<file path="config.mk">
export PLATFORM = sky130hd
export DESIGN_NAME = mem_stage_ctrl
export DESIGN_NICKNAME = d
export VERILOG_FILES = /design/src/rtl/mem_stage_ctrl_pkg.sv /design/src/rtl/mem_stage_ctrl_wb_reg.sv /design/src/rtl/mem_stage_ctrl.sv
export SDC_FILE = /design/constraint.sdc
export NUM_CORES = 1
export LEC_CHECK = 0
export BUFFER_PORTS_ARGS = -buffer_cell sky130_fd_sc_hd__buf_4
export CORE_AREA = 2 2 120 122
export CTS_BUF_LIST = sky130_fd_sc_hd__clkbuf_2 sky130_fd_sc_hd__clkbuf_4 sky130_fd_sc_hd__clkbuf_8
export CTS_CLUSTER_SIZE = 28
export DETAILED_ROUTE_END_ITERATION = 10
export DIE_AREA = 0 0 122 124
export PLACE_DENSITY = 0.69
export SLEW_MARGIN = 20
export SYNTH_ARGS = -nofsm -noshare
export SYNTH_HDL_FRONTEND = slang
export SYNTH_SLANG_ARGS = --single-unit
</file>
<file path="constraint.sdc">
create_clock -name clk -period 2 [get_ports clk]
set_input_delay 0 -clock clk [delete_from_list [all_inputs] [get_ports clk]]
set_output_delay 0 -clock clk [all_outputs]
set_load 0.03 [all_outputs]
</file>
<file path="src/rtl/mem_stage_ctrl_pkg.sv">
// Purpose: shared pipeline definitions for the MEM stage (command encodings, address base, FSM states).
// Latency: n/a (types, constants and pure functions only).
// Backpressure: n/a.
package mem_stage_ctrl_pkg;

    // MEM_CMD encodings; 2'b11 is also treated as "no access".
    localparam logic [1:0] MEM_CMD_NONE  = 2'b00;
    localparam logic [1:0] MEM_CMD_LOAD  = 2'b01;
    localparam logic [1:0] MEM_CMD_STORE = 2'b10;

    // Byte address where data memory starts in the effective address space.
    localparam logic [31:0] ADDR_BASE_DEFAULT = 32'd1024;

    typedef enum logic {
        ST_IDLE = 1'b0,
        ST_WAIT = 1'b1
    } mem_state_e;

    function automatic logic is_access(input logic [1:0] cmd);
        return (cmd == MEM_CMD_LOAD) || (cmd == MEM_CMD_STORE);
    endfunction

    // Rebase the effective address and force word alignment.
    function automatic logic [31:0] phys_addr(input logic [31:0] eff,
                                              input logic [31:0] base);
        return (eff - base) & ~32'd3;
    endfunction

endpackage

</file>
<file path="src/rtl/mem_stage_ctrl_wb_reg.sv">
// Purpose: MEM/WB pipeline register with a bubble input.
// Latency: 1 cycle from inputs to outputs.
// Backpressure: i_bubble=1 loads a bubble (wb_en=0, mem_r_en=0, data fields hold).
// Ports: clk/rst (async active-low); i_bubble; i_* next-stage fields; o_* registered fields.
module mem_wb_reg #(
    parameter int DATA_W = 32
) (
    input  logic              clk,
    input  logic              rst,
    input  logic              i_bubble,
    input  logic              i_wb_en,
    input  logic              i_mem_r_en,
    input  logic [31:0]       i_alu_res,
    input  logic [DATA_W-1:0] i_rdata,
    input  logic [4:0]        i_dst,
    input  logic [31:0]       i_pc,
    output logic              o_wb_en,
    output logic              o_mem_r_en,
    output logic [31:0]       o_alu_res,
    output logic [DATA_W-1:0] o_rdata,
    output logic [4:0]        o_dst,
    output logic [31:0]       o_pc
);

    logic              r_wb_en;
    logic              r_mem_r_en;
    logic [31:0]       r_alu_res;
    logic [DATA_W-1:0] r_rdata;
    logic [4:0]        r_dst;
    logic [31:0]       r_pc;

    always_ff @(posedge clk or negedge rst) begin
        if (!rst) begin
            r_wb_en    <= 1'b0;
            r_mem_r_en <= 1'b0;
            r_alu_res  <= '0;
            r_rdata    <= '0;
            r_dst      <= '0;
            r_pc       <= '0;
        end else if (i_bubble) begin
            // Only the control bits are killed; data fields hold their last value.
            r_wb_en    <= 1'b0;
            r_mem_r_en <= 1'b0;
        end else begin
            r_wb_en    <= i_wb_en;
            r_mem_r_en <= i_mem_r_en;
            r_alu_res  <= i_alu_res;
            r_rdata    <= i_rdata;
            r_dst      <= i_dst;
            r_pc       <= i_pc;
        end
    end

    assign o_wb_en    = r_wb_en;
    assign o_mem_r_en = r_mem_r_en;
    assign o_alu_res  = r_alu_res;
    assign o_rdata    = r_rdata;
    assign o_dst      = r_dst;
    assign o_pc       = r_pc;

endmodule

</file>
<file path="src/rtl/mem_stage_ctrl.sv">
// Purpose: MEM stage control - issues data memory requests, freezes the pipe until ack, feeds MEM/WB.
// Latency: non-access 1 cycle; load/store 2 cycles minimum (request cycle + ack cycle).
// Backpressure: freeze held from request until the mem_ack cycle; MEM/WB takes bubbles meanwhile.
// Ports: clk/rst (async active-low); *_MEM from EXE/MEM; mem_* data memory handshake;
//        freeze to IF/ID/EXE and EXE/MEM; *_WB registered MEM/WB outputs.
module mem_stage_ctrl
    import mem_stage_ctrl_pkg::*;
#(
    parameter logic [31:0] ADDR_BASE = ADDR_BASE_DEFAULT,
    parameter int          DATA_W    = 32
) (
    input  logic              clk,
    input  logic              rst,
    input  logic              WB_EN_MEM,
    input  logic [1:0]        MEM_CMD_MEM,
    input  logic [31:0]       ALU_res_MEM,
    input  logic [DATA_W-1:0] src2_val_MEM,
    input  logic [4:0]        Dst_MEM,
    input  logic [31:0]       PC_MEM,
    output logic              mem_req,
    output logic              mem_we,
    output logic [31:0]       mem_addr,
    output logic [DATA_W-1:0] mem_wdata,
    input  logic [DATA_W-1:0] mem_rdata,
    input  logic              mem_ack,
    output logic              freeze,
    output logic              WB_EN_WB,
    output logic              MEM_R_EN_WB,
    output logic [31:0]       ALU_res_WB,
    output logic [DATA_W-1:0] MEM_rdata_WB,
    output logic [4:0]        Dst_WB,
    output logic [31:0]       PC_WB
);

    mem_state_e r_state;
    mem_state_e w_next_state;
    logic       w_access;
    logic       w_req;
    logic       w_freeze;
    logic       w_wb_en;
    logic       w_mem_r_en;

    assign w_access = is_access(MEM_CMD_MEM);

    always_ff @(posedge clk or negedge rst) begin
        if (!rst) begin
            r_state <= ST_IDLE;
        end else begin
            r_state <= w_next_state;
        end
    end

    // mem_ack seen in IDLE falls through to the default (no effect), which also
    // covers a late ack arriving after a reset abandoned the access.
    always_comb begin
        w_next_state = r_state;
        w_req        = 1'b0;
        w_freeze     = 1'b0;
        case (r_state)
            ST_IDLE: begin
                if (w_access) begin
                    w_next_state = ST_WAIT;
                    w_req        = 1'b1;
                    w_freeze     = 1'b1;
                end
            end
            ST_WAIT: begin
                w_req    = 1'b1;
                // Dropping freeze in the ack cycle lets upstream advance at this edge,
                // so a following access re-enters WAIT with no idle cycle.
                w_freeze = !mem_ack;
                if (mem_ack) begin
                    w_next_state = ST_IDLE;
                end
            end
            default: begin
                w_next_state = ST_IDLE;
            end
        endcase
    end

    // Handshake outputs are forced quiet while reset is held.
    assign mem_req   = w_req & rst;
    assign freeze    = w_freeze & rst;
    assign mem_we    = (MEM_CMD_MEM == MEM_CMD_STORE);
    assign mem_addr  = phys_addr(ALU_res_MEM, ADDR_BASE);
    assign mem_wdata = src2_val_MEM;

    // Stores never write back a register.
    assign w_wb_en    = WB_EN_MEM && (MEM_CMD_MEM != MEM_CMD_STORE);
    assign w_mem_r_en = (MEM_CMD_MEM == MEM_CMD_LOAD);

    mem_wb_reg #(
        .DATA_W (DATA_W)
    ) u_mem_wb_reg (
        .clk        (clk),
        .rst        (rst),
        .i_bubble   (w_freeze),
        .i_wb_en    (w_wb_en),
        .i_mem_r_en (w_mem_r_en),
        .i_alu_res  (ALU_res_MEM),
        .i_rdata    (mem_rdata),
        .i_dst      (Dst_MEM),
        .i_pc       (PC_MEM),
        .o_wb_en    (WB_EN_WB),
        .o_mem_r_en (MEM_R_EN_WB),
        .o_alu_res  (ALU_res_WB),
        .o_rdata    (MEM_rdata_WB),
        .o_dst      (Dst_WB),
        .o_pc       (PC_WB)
    );

endmodule

</file>
After elaboration in Yosys (flattened, before gate mapping)
Cells that the tools add are included.
{ "word_totals": {"register_bits": 104, "elab_cells": 24, "output_inout_bits": 170} }
{ "op_classes": {"n_bitwise": 3, "n_mux": 7, "n_eq_ne": 3, "addsub": 1, "reduce_logical": 3} }
{ "ops": {"columns": ["operator", "n"], "rows": [
  ["$sub 32x11->32 const B", 1],
  ["$pmux 1 s2", 3],
  ["$mux 1", 4],
  ["$and 1x1->1", 2],
  ["$eq 2x1->1 const B", 1],
  ["$eq 2x2->1 const B", 1],
  ["$ne 2x2->1 const B", 1],
  ["$logic_and 1x1->1", 1],
  ["$logic_not 1->1", 1],
  ["$logic_or 1x1->1", 1],
  ["$not 1->1", 1]
]} }

Depth between registers and ports, before layout
Gate-level depths: netlist (run 1).
{ "depth": {"ltp_word": 5, "depth_mapped": 7, "depth_no_buf": 6} }

Cells and area by module
Synthesis (run 1) repeated with hierarchy kept, for this count alone.
{ "hier_totals": {"cells_unflattened": 326, "area_unflattened_um2": 4663.2} }
{ "modules_own_cells": {"columns": ["module", "instances", "area_each_um2", "cells_each"], "rows": [
  ["mem_wb_reg", 1, 3828.7, 217],
  ["mem_stage_ctrl", 1, 834.6, 109]
]} }

Worst setup path after synthesis (run 1)
OpenSTA, ideal clock, no wires.
{ "synth_path": {"path_type": "reg-to-output", "from": "register r_state", "to": "output port freeze", "path_stages_with_launch": 4, "setup_slack_ns": 0.036, "arrival_time_ns": 1.964, "cell_sequence": "dfrtp_1 inv_1 a21boi_0 a21boi_0"} }
{ "synth_via": {"elab_chain_len": 3} }
{ "synth_rtl": {"columns": ["item", "line_no", "text"], "rows": [
  ["start: declaration", "mem_stage_ctrl.sv:35", "mem_state_e r_state;"],
  ["start signal: assignment", "mem_stage_ctrl.sv:49", "r_state <= w_next_state;"],
  ["$not 1->1", null, null],
  ["$pmux 1 s2 (*)", "mem_stage_ctrl.sv:59", "case (r_state)"],
  ["$and 1x1->1 (*)", "mem_stage_ctrl.sv:84", "assign freeze = w_freeze & rst;"],
  ["end: declaration", "mem_stage_ctrl.sv:26", "output logic freeze,"]
]} }
Every way passes the cells marked *; elsewhere a longest branch is shown, timed or not.

Final worst setup path (run 1)
{ "layout_path": {"from": "input port MEM_CMD_MEM[0]", "to": "register u_mem_wb_reg.r_wb_en, in the netlist u_mem_wb_reg.o_wb_en"} }
{ "layout_via": {"elab_chain_len": 5, "word_cells_on_any_way": 8} }
{ "layout_rtl": {"columns": ["item", "line_no", "text"], "rows": [
  ["start: declaration", "mem_stage_ctrl.sv:15", "input logic [1:0] MEM_CMD_MEM,"],
  ["$eq 2x1->1 / $eq 2x2->1 (equally long branches)", "mem_stage_ctrl_pkg.sv:20", "return (cmd == MEM_CMD_LOAD) || (cmd == MEM_CMD_STORE);"],
  ["$logic_or 1x1->1", "mem_stage_ctrl_pkg.sv:20", null],
  ["$mux 1", "mem_stage_ctrl.sv:61", "if (w_access) begin"],
  ["$pmux 1 s2", "mem_stage_ctrl.sv:59", null],
  ["$mux 1 (*)", "mem_stage_ctrl_wb_reg.sv:40", "end else if (i_bubble) begin"],
  ["end signal: assignment", "mem_stage_ctrl_wb_reg.sv:45", "r_wb_en <= i_wb_en;"],
  ["end: declaration", "mem_stage_ctrl_wb_reg.sv:25", "logic r_wb_en;"]
]} }
Marks and branches as above.
A chain may end at the register's enable or synchronous reset.

==> results.sh, run 1 <==
export IMPL_die_x_um=122
export IMPL_powerDensity_mw_per_mm2=917
export IMPL_grt_pass1_wl_um=19800
export IMPL_crit_arrival_ns=2.09
export IMPL_clock_root_buffer="clkbuf_8"
export IMPL_drive_gt1_share_pct=57.5
export IMPL_critPathKind="input pin to flip-flop"
export IMPL_max_cap_viol_count=0
export IMPL_hold_path_depth=0
export IMPL_critPathTopFamily="buffers and inverters"
export IMPL_fp_row_count=43
export IMPL_period_needed_ns=1.84
export IMPL_grt_max_degree=55
export IMPL_placed_area_sq_mm=0.00636
export IMPL_antennaDiodeCount=0
export IMPL_gp_congestion=0.851
export IMPL_ys_seq_elements=104
export IMPL_syn_avg_cell_area_sq_um=14.0
export IMPL_r2r_end="u_mem_wb_reg.o_wb_en"
export IMPL_hold_viol=0
export IMPL_cp_end_kind="flip-flop"
export IMPL_rsz0062_at_grt="false"
export IMPL_core_sq_mm=0.0137
export IMPL_io_buffers=242
export IMPL_drt_total_wl_um=13400
export IMPL_dieArea_sq_mm=0.0151
export IMPL_setup_viol=0
export IMPL_fin_nets=785
export IMPL_yosysWarnings=0
export IMPL_status="finished, final reports clean"
export IMPL_area_sequential_sq_mm=0.00260
export IMPL_slowest_stage="dlygate4sd3_1"
export IMPL_cts_buffers=9
export IMPL_antenna_found_initial=0
export IMPL_vias=3704
export IMPL_cp_num_buf_inv=5
export IMPL_synth_area_sq_mm=0.00458
export IMPL_max_freq_mhz=544
export IMPL_relSlewSlack_pct=52.8
export IMPL_r2r_slack_ns=0.31
export IMPL_hold_path_startpoint="src2_val_MEM[16]"
export IMPL_path_depth=8
export IMPL_fill_cells=1118
export IMPL_syn_to_final_growth_pct=67.3
export IMPL_globalRoute_totalOverflow=0
export IMPL_dp_hpwl_um=9040
export IMPL_drt_iter0_drc=85
export IMPL_finClkSkew_ns=0.00884
export IMPL_die_y_um=124
export IMPL_critical_path_required_ns=2.25
export IMPL_io_pins=309
export IMPL_path_cells="dlygate4sd3_1 > buf_4 > inv_1 > ha_1 > mux2i_4 > buf_12 > nor3b_1 > dlygate4sd3_1"
export IMPL_cpMostUsedCell="dlygate4sd3_1"
export IMPL_start_kind="input pin"
export IMPL_slew_viol_final=0
export IMPL_cp_startpoint="MEM_CMD_MEM[0]"
export IMPL_utilization_pct=55.9
export IMPL_tns_ns=0
export IMPL_post_cts_resized=0
export IMPL_finalCritPeriodShare_pct=92.0
export IMPL_via_per_inst=4.48
export IMPL_ant_nets=0
export IMPL_initial_core_util_pct=33.4
export IMPL_hp_class="input pin to primary output"
export IMPL_reg2regPathDepth=4
export IMPL_clockBufferDepth=2
export IMPL_worst_slew_pin_slew_ns=0.708
export IMPL_path_clk_slew_ns=0.09
export IMPL_crit_fanout=26
export IMPL_grt_pass1_vias=3932
export IMPL_drc=0
export IMPL_cts_sinks=104
export IMPL_cp_endpoint="u_mem_wb_reg.o_wb_en"
export IMPL_vdd_drop_max_v=0.000458
export IMPL_clk_latency_ns=0.37
export IMPL_timing_rr_start="r_state"
export IMPL_wire_per_inst_um=16.1
export IMPL_drt_pass1_iter_count=3
export IMPL_critical_path_max_stage_delay_ns=0.56
export IMPL_htreeDepth=3
export IMPL_synthCells=327
export IMPL_finalInstanceArea_sq_mm=0.00767
export IMPL_yosysSeqAreaShare_pct=56.8
export IMPL_leakagePower_nw=3.60
export IMPL_multi_input_area_sq_mm=0.00161
export IMPL_tritoncts="built"
export IMPL_grt_usage_pct=17.0
export IMPL_synth_distinct_cells=29
[kinds of logic after synthesis]
| family | after synthesis | share of synthesized area, % |
|---|---|---|
| flops | 104 | 56.8 |
| mux | 100 | 24.5 |
| buf+inv | 60 | 8.49 |
| simple gates | 34 | 4.81 |
| xor+xnor | 18 | 3.44 |
| compound gates | 7 | 1.01 |
| fa+ha+maj | 3 | 0.819 |
| other cells | 1 | 0.0818 |
[cell usage in the layout (no fill, tap or decap)]
cell / instances
buf_4: 250
dlygate4sd3_1: 105
dfrtp_1: 104
mux2_2: 99
xor2_1: 12
clkbuf_8: 10
nand2_1: 9
nor2_1: 7
inv_1: 6
xnor2_1: 6
nor4_1: 3
o21ai_0: 3
ha_1: 3
nor3_1: 2
nor3b_1: 2
nor4b_1: 2
nor2b_1: 2
a21boi_0: 2
conb_1: 2
clkinv_2: 2
bufinv_16: 2
buf_12: 2
or4_1: 1
or4_4: 1
nor4b_4: 1
nor3b_2: 1
nand4bb_1: 1
nor4b_2: 1
nand3_1: 1
o41ai_1: 1
o31ai_1: 1
mux2i_4: 1
inv_6: 1
clkbuf_16: 1
[report_power, final]
group / switching (mW) / internal (mW)
Combinational: 1.55 / 1.29
Sequential: 0.230 / 2.51
Clock: 0.716 / 0.733
[area by class of cell]
| cell class | instances | area share (%) |
|---|---|---|
| repair buffers | 358 | 39.0 |
| flip-flops and latches | 104 | 33.9 |
| clock buffers | 10 | 1.80 |
| clock inverters | 5 | 1.03 |
| well taps | 180 | 2.94 |
| multi-input cells | 164 | 21.0 |
| inverters | 6 | 0.294 |
[layer usage]
layer / share of wire, % / global-route usage (%) / vias up
met5: 0 / 0 / -
met4: 2.0 / 7.11 / 0
met3: 8.0 / 4.72 / 24
met2: 53 / 30.8 / 171
met1: 37 / 18.6 / 1805
li1: - / - / 1704
[flip-flops by register name, indices dropped and copies added (netlist names)]
register and count:
u_mem_wb_reg.o_alu_res 32, u_mem_wb_reg.o_pc 32, u_mem_wb_reg.o_rdata 32, u_mem_wb_reg.o_dst 5, r_state 1, u_mem_wb_reg.o_mem_r_en 1
u_mem_wb_reg.o_wb_en 1
[worst reg2reg max path, stage by stage, from the launching register on]
cell,delay [ns]
dfrtp_1,0.42
mux2i_4,0.30
buf_12,0.23
nor3b_1,0.07
dlygate4sd3_1,0.56
[repair_timing]
action,CTS,global route
buffers inserted,0,2
hold buffers,105,0
setup endpoints to repair,0,1
hold endpoints to repair,207,0
[how the worst min path moves through the flow]
| stage | end | slack (ns) |
|---|---|---|
| CTS | mem_wdata[11] | 0.0002 |
| floorplan | r_state | -0.30 |
| detailed placement | mem_wdata[11] | 0.0002 |
| global route | mem_wdata[27] | 0.00005 |
| finish | mem_wdata[16] | 0.00001 |
| global placement | mem_wdata[11] | 0.0002 |
[stage by stage]
step / setup WS [ns] / total power [mW] / hold slack [ns] / instances
4_1_cts: 0.0435 / 7.06 / 0.000205 / 824
2_1_floorplan: 0.0364 / 4.39 / -0.296 / 328
3_5_place_dp: 0.240 / 5.43 / 0.000205 / 704
5_1_grt: 0.110 / 7.38 / 0.0000486 / 827
3_3_place_gp: 0.268 / 5.37 / 0.000205 / 704
6_report: 0.160 / 7.03 / 0.0000111 / 827
[synthesized netlist by cell type (all sizes together)]
library cell  number  area share, %
nand4bb            1           0.25
nor3               2           0.22
nor4b              4            1.2
nor3b              3           0.60
dfrtp            104             57
nor4               3           0.41
clkbuf             7           0.57
buf               47            7.4
ha                 3           0.82
nand2              9           0.74
a21boi             2           0.33
o21ai              3           0.33
mux2              99             24
o41ai              1           0.19
nand3              1           0.11
conb               1          0.082
nor2b              2           0.27
inv                6           0.49
o31ai              1           0.16
xnor2              6            1.1
nor2               7           0.57
mux2i              1           0.22
or4                2           0.41
xor2              12            2.3
No activity file was read; power rests on OpenSTA's default activity.
==> run 2: changes to the inputs <==
--- a/config.mk
+++ b/config.mk
@@ -5,13 +5,14 @@
 export SDC_FILE = /design/constraint.sdc
 export NUM_CORES = 1
 export LEC_CHECK = 0
+export ABC_AREA = 1
 export BUFFER_PORTS_ARGS = -buffer_cell sky130_fd_sc_hd__buf_4
-export CORE_AREA = 2 2 120 122
+export CORE_AREA = 2 2 121 123
 export CTS_BUF_LIST = sky130_fd_sc_hd__clkbuf_2 sky130_fd_sc_hd__clkbuf_4 sky130_fd_sc_hd__clkbuf_8
 export CTS_CLUSTER_SIZE = 28
 export DETAILED_ROUTE_END_ITERATION = 10
-export DIE_AREA = 0 0 122 124
-export PLACE_DENSITY = 0.69
+export DIE_AREA = 0 0 123 125
+export PLACE_DENSITY = 0.7
 export SLEW_MARGIN = 20
 export SYNTH_ARGS = -nofsm -noshare
 export SYNTH_HDL_FRONTEND = slang
==> run 2 against run 1 <==
  * Synthesized area is 4.3% higher
  * Register-to-register slack got worse by 0.04 ns
  * Cell count rose by 30%
  * Hold slack about the same
  * Critical path depth up 2
  * Combinational power increased by 33%
  * Clock-buffer cell count unchanged
  * Critical path type unchanged
  * Largest cell class unchanged
==> results.sh, run 2 <==
export IMPL_synth_edf_count=0
export IMPL_clk_latency_ns=0.37
export IMPL_synth_distinct_cells=20
export IMPL_timing_rr_start="r_state"
export IMPL_grt_usage_pct=19.3
export IMPL_finalInstanceArea_sq_mm=0.00774
export IMPL_r2r_slack_ns=0.27
export IMPL_synthAdderAreaFrac_pct=0.786
export IMPL_dieArea_sq_mm=0.0154
export IMPL_synthMuxAreaShare_pct=0
export IMPL_critical_path_required_ns=2.31
export IMPL_path_clk_slew_ns=0.10
export IMPL_synthCells=589
export IMPL_layout_common_cells="nand2_1, buf_4, dlygate4sd3_1"
export IMPL_critPathKind="input pin to flip-flop"
export IMPL_grt_max_degree=105
export IMPL_cts_buffers=9
export IMPL_vdd_drop_max_v=0.000502
export IMPL_ant_nets=0
export IMPL_io_pins=309
export IMPL_synth_compound_area_share_pct=1.57
export IMPL_hp_class="input pin to primary output"
export IMPL_synth_area_sq_mm=0.00478
export IMPL_clock_root_buffer="clkbuf_8"
export IMPL_finalCritPeriodShare_pct=93.8
export IMPL_yosysSeqAreaShare_pct=54.5
export IMPL_placed_area_sq_mm=0.00647
export IMPL_yosysWarnings=0
export IMPL_antenna_found_initial=0
export IMPL_cp_end_kind="flip-flop"
export IMPL_hold_path_startpoint="src2_val_MEM[18]"
export IMPL_syn_avg_cell_area_sq_um=8.11
export IMPL_crit_arrival_ns=2.19
export IMPL_utilization_pct=54.5
export IMPL_status="finished, final reports clean"
export IMPL_finClkSkew_ns=0.0156
export IMPL_max_cap_viol_count=0
export IMPL_tritoncts="built"
export IMPL_antennaDiodeCount=0
export IMPL_fin_nets=1032
export IMPL_hold_path_depth=0
export IMPL_drc=0
export IMPL_hold_end="mem_wdata[18]"
export IMPL_start_kind="input pin"
export IMPL_synth_most_common_cell="nand2_1"
export IMPL_grt_pass1_wl_um=23400
export IMPL_syn_to_final_growth_pct=62.1
export IMPL_core_sq_mm=0.0142
export IMPL_drive_gt1_share_pct=29.8
export IMPL_fill_cells=1270
export IMPL_ys_dominant_reg_cell="dfrtp_1"
export IMPL_r2r_end="u_mem_wb_reg.o_wb_en"
export IMPL_powerDensity_mw_per_mm2=1060
export IMPL_io_buffers=242
export IMPL_die_x_um=123
export IMPL_initial_core_util_pct=33.6
export IMPL_synth_top_area_cell="dfrtp_1"
export IMPL_wire_per_inst_um=13.7
export IMPL_synth_simple_area_share_pct=29.5
export IMPL_async_flop_share_pct=100
export IMPL_drt_total_wl_um=14800
export IMPL_rsz0062_at_grt="true"
export IMPL_hold_viol=0
export IMPL_grt_pass1_vias=4720
export IMPL_synth_area_top_cells="dfrtp_1, nand2_1, buf_4"
export IMPL_fp_row_count=44
export IMPL_synth_top_family_by_area="simple AND/OR/NAND/NOR gates"
export IMPL_vias=4695
export IMPL_synth_common_cells="nand2_1, dfrtp_1, buf_4"
export IMPL_gp_congestion=0.820
export IMPL_via_per_inst=4.35
export IMPL_max_freq_mhz=533
export IMPL_leakagePower_nw=4.20
export IMPL_relSlewSlack_pct=61.9
export IMPL_power_total_mw=8.20
export IMPL_synth_xor_area_share_pct=2.38
export IMPL_die_y_um=125
export IMPL_tns_ns=0
export IMPL_post_cts_buffers=0
export IMPL_synth_top_cell_area_share_pct=54.5
export IMPL_drt_pass1_iter_count=5
export IMPL_drt_iter0_drc=180
export IMPL_htreeDepth=3
export IMPL_ys_seq_elements=104
export IMPL_setup_viol=0
export IMPL_dp_hpwl_um=9810
export IMPL_period_needed_ns=1.88
export IMPL_clockBufferDepth=2
export IMPL_crit_fanout=90
export IMPL_final_common_cell="nand2_1"
export IMPL_area_sequential_sq_mm=0.00260
export IMPL_reg2regPathDepth=7
export IMPL_globalRoute_totalOverflow=0
export IMPL_cts_sinks=104
export IMPL_multi_input_area_sq_mm=0.00164
export IMPL_worst_slew_pin_slew_ns=0.571
export IMPL_slew_viol_final=0
-- run 2: report_power, final --
| group | switching, mW | internal [mW] |
|---|---|---|
| registers | 0.338 | 2.70 |
| logic | 2.39 | 1.40 |
| clock network | 0.755 | 0.621 |
| total | 3.49 | 4.72 |
-- run 2: metal layers --
| metal | global-route usage (%) | routed length [um] | vias up |
|---|---|---|---|
| li1 | - | - | 2333 |
| met1 | 22.7 | 5980 | 2155 |
| met2 | 33.6 | 7350 | 184 |
| met3 | 4.93 | 1190 | 23 |
| met4 | 7.02 | 286 | 0 |
| met5 | 0 | 0 | - |
-- run 2: per-stage QoR --
step,setup slack [ns],hold WS (ns),cells
CTS,0.117,0.000205,1079
global route,-0.0121,0.0000434,1079
global placement,0.679,0.000205,957
finish,0.123,0.0000116,1079
detailed placement,0.656,0.000205,957
floorplan,0.644,-0.296,590
-- run 2: worst max-delay path by stage --
| stage | endpoint | slack [ns] | from | depth (start not counted) |
|---|---|---|---|---|
| final | u_mem_wb_reg.o_wb_en | 0.12 | MEM_CMD_MEM[0] | 10 |
| after global routing | u_mem_wb_reg.o_wb_en | -0.01 | MEM_CMD_MEM[0] | 10 |
| after CTS | mem_addr[26] | 0.12 | ALU_res_MEM[10] | 9 |
| after detailed placement | u_mem_wb_reg.o_alu_res[26] | 0.66 | MEM_CMD_MEM[0] | 9 |
| after global placement | u_mem_wb_reg.o_alu_res[26] | 0.68 | MEM_CMD_MEM[0] | 8 |
| after floorplan | mem_addr[20] | 0.64 | ALU_res_MEM[10] | 6 |
-- run 2: timing repair --
action                                  CTS  global route
endpoints found under the setup margin    0             3
resized for setup                         0             1
hold buffers                            106             0
endpoints found under the hold margin   207             0
-- run 2: area by class of cell --
class,count,share of cell area [%]
clock buffer,10,1.78
tap,184,2.97
sequential,104,33.6
timing repair buffer,352,38.3
inverter,26,1.29
clock inverter,6,0.856
multi-input combinational,397,21.2
-- run 2: cell families after synthesis --
logic type,count (synthesis)
AO/OA/AOI/OAI,15
flip-flops,104
other,1
AND/OR/NAND/NOR,364
XOR/XNOR,13
adder cells (fa/ha/maj),3
buffers and inverters,89
-- run 2: worst max-delay path: stages --
cell,delay (ns)
dlygate4sd3_1,0.53
buf_4,0.11
inv_1,0.04
ha_1,0.28
nand2_1,0.09
nand2_4,0.10
buf_16,0.30
nand2_1,0.08
nor2_1,0.10
dlygate4sd3_1,0.55
==> run 3: changes to the inputs <==
--- a/config.mk
+++ b/config.mk
@@ -7,12 +7,11 @@
 export LEC_CHECK = 0
 export ABC_AREA = 1
 export BUFFER_PORTS_ARGS = -buffer_cell sky130_fd_sc_hd__buf_4
-export CORE_AREA = 2 2 121 123
-export CTS_BUF_LIST = sky130_fd_sc_hd__clkbuf_2 sky130_fd_sc_hd__clkbuf_4 sky130_fd_sc_hd__clkbuf_8
+export CORE_AREA = 2 2 119 121
 export CTS_CLUSTER_SIZE = 28
 export DETAILED_ROUTE_END_ITERATION = 10
-export DIE_AREA = 0 0 123 125
-export PLACE_DENSITY = 0.7
+export DIE_AREA = 0 0 121 123
+export PLACE_DENSITY = 0.72
 export SLEW_MARGIN = 20
 export SYNTH_ARGS = -nofsm -noshare
 export SYNTH_HDL_FRONTEND = slang
==> run 3 against run 2 <==
  * Non-clock buffer count decreased by 3
  * Sequential power hardly changed
  * Clock-buffer cell count up 2
  * Fmax up 5.6%
  * Critical path type is now input pin to primary output
  * Largest cell class unchanged
  * Highest routed layer unchanged
==> results.sh, run 3 (synthesis gave the netlist of run 2 again) <==
export IMPL_max_cap_viol_count=0
export IMPL_placed_area_sq_mm=0.00647
export IMPL_io_buffers=242
export IMPL_via_per_inst=4.45
export IMPL_drt_iter0_drc=260
export IMPL_antenna_found_initial=0
export IMPL_cp_startpoint="ALU_res_MEM[11]"
export IMPL_hold_viol=0
export IMPL_r2r_slack_ns=0.23
export IMPL_crit_fanout=6
export IMPL_clk_latency_ns=0.34
export IMPL_slew_viol_final=0
export IMPL_grt_max_degree=105
export IMPL_initial_core_util_pct=35.1
export IMPL_core_sq_mm=0.0136
export IMPL_cp_endpoint="mem_addr[20]"
export IMPL_r2r_end="u_mem_wb_reg.o_wb_en"
export IMPL_leakagePower_nw=4.21
export IMPL_crit_arrival_ns=1.78
export IMPL_cts_sinks=104
export IMPL_fp_row_count=43
export IMPL_fill_cells=1223
export IMPL_grt_pass1_wl_um=23600
export IMPL_critPathKind="input pin to primary output"
export IMPL_finalInstanceArea_sq_mm=0.00777
export IMPL_final_common_cell="nand2_1"
export IMPL_rsz0062_at_grt="false"
export IMPL_setup_viol=0
export IMPL_syn_to_final_growth_pct=62.7
export IMPL_start_kind="input pin"
export IMPL_vias=4775
export IMPL_dp_hpwl_um=9900
export IMPL_layout_cells_non_filler=1072
export IMPL_globalRoute_totalOverflow=0
export IMPL_cts_buffers=9
export IMPL_wire_per_inst_um=14.0
export IMPL_post_cts_buffers=0
export IMPL_hold_slack_ns=0.0000106
export IMPL_ant_nets=0
export IMPL_critical_path_required_ns=2.00
export IMPL_finalCritPeriodShare_pct=88.8
export IMPL_hp_class="input pin to primary output"
export IMPL_drt_pass1_iter_count=5
export IMPL_fin_nets=1029
export IMPL_tritoncts="built"
export IMPL_die_x_um=121
export IMPL_drc=0
export IMPL_clockBufferDepth=2
export IMPL_detailedPlace_worstSlack_ns=0.560
export IMPL_finClkSkew_ns=0.00512
export IMPL_layout_common_cells="nand2_1, buf_4, dfrtp_1"
export IMPL_io_pins=309
export IMPL_grt_usage_pct=20.2
export IMPL_dieArea_sq_mm=0.0149
export IMPL_htreeDepth=3
export IMPL_utilization_pct=57.1
export IMPL_dp_cells=954
export IMPL_setup_ws_ns=0.224
export IMPL_tns_ns=0
export IMPL_multi_input_area_sq_mm=0.00164
export IMPL_drt_total_wl_um=15000
export IMPL_reg2regPathDepth=7
export IMPL_period_needed_ns=1.78
export IMPL_clock_root_buffer="clkbuf_16"
export IMPL_cp_end_kind="primary output"
export IMPL_antennaDiodeCount=0
export IMPL_gp_congestion=0.820
export IMPL_powerDensity_mw_per_mm2=1090
export IMPL_relSlewSlack_pct=61.1
export IMPL_power_total_mw=8.47
export IMPL_grt_pass1_vias=4774
export IMPL_drive_gt1_share_pct=29.8
export IMPL_hold_path_depth=0
export IMPL_vdd_drop_max_v=0.000552
export IMPL_die_y_um=123
export IMPL_timing_rr_start="r_state"
export IMPL_worst_slew_pin_slew_ns=0.583
export IMPL_status="finished, final reports clean"
export IMPL_max_freq_mhz=563
export IMPL_area_sequential_sq_mm=0.00260
[run 3: metal layers]
metal / vias up / global-route usage, % / part of all wire [%]
li1: 2331 / - / -
met5: - / 0 / 0
met4: 0 / 8.65 / 2.7
met1: 2214 / 23.0 / 40
met2: 203 / 36.1 / 50
met3: 27 / 4.94 / 7.4
[run 3: critical path: stages]
cell	delay (ns)
dlygate4sd3_1	0.54
buf_4	0.15
inv_1	0.07
ha_1	0.18
nand2_1	0.14
nor2_4	0.22
nand2_1	0.10
xnor2_1	0.18
buf_4	0.19
[run 3: timing repair]
action / in CTS / in global routing
endpoints found under the hold margin: 204 / 0
resized for setup: 0 / 0
hold buffers: 102 / 0
setup endpoints to repair: 0 / 0
[run 3: cell type report]
| class | instances | share of cell area (%) |
|---|---|---|
| timing repair buffer | 349 | 37.6 |
| sequential | 104 | 33.5 |
| multi-input combinational | 397 | 21.1 |
| clock buffer | 12 | 3.17 |
| tap | 180 | 2.90 |
| inverter | 26 | 1.29 |
| clock inverter | 4 | 0.386 |
[run 3: worst min path at each step]
stage,start,to,slack (ns)
after detailed placement,src2_val_MEM[11],mem_wdata[11],0.0002
after CTS,src2_val_MEM[11],mem_wdata[11],0.0002
after floorplan,rst,r_state,-0.30
final,src2_val_MEM[18],mem_wdata[18],0.00001
after global placement,src2_val_MEM[11],mem_wdata[11],0.0002
after global routing,src2_val_MEM[28],mem_wdata[28],0.00005
[run 3: power by group]
part	total, mW	internal (mW)	switching (mW)	leakage (nW)
registers	3.05	2.70	0.345	1.27
logic	3.78	1.39	2.39	2.81
clock network	1.64	0.882	0.762	0.133
total	8.47	4.98	3.50	4.21
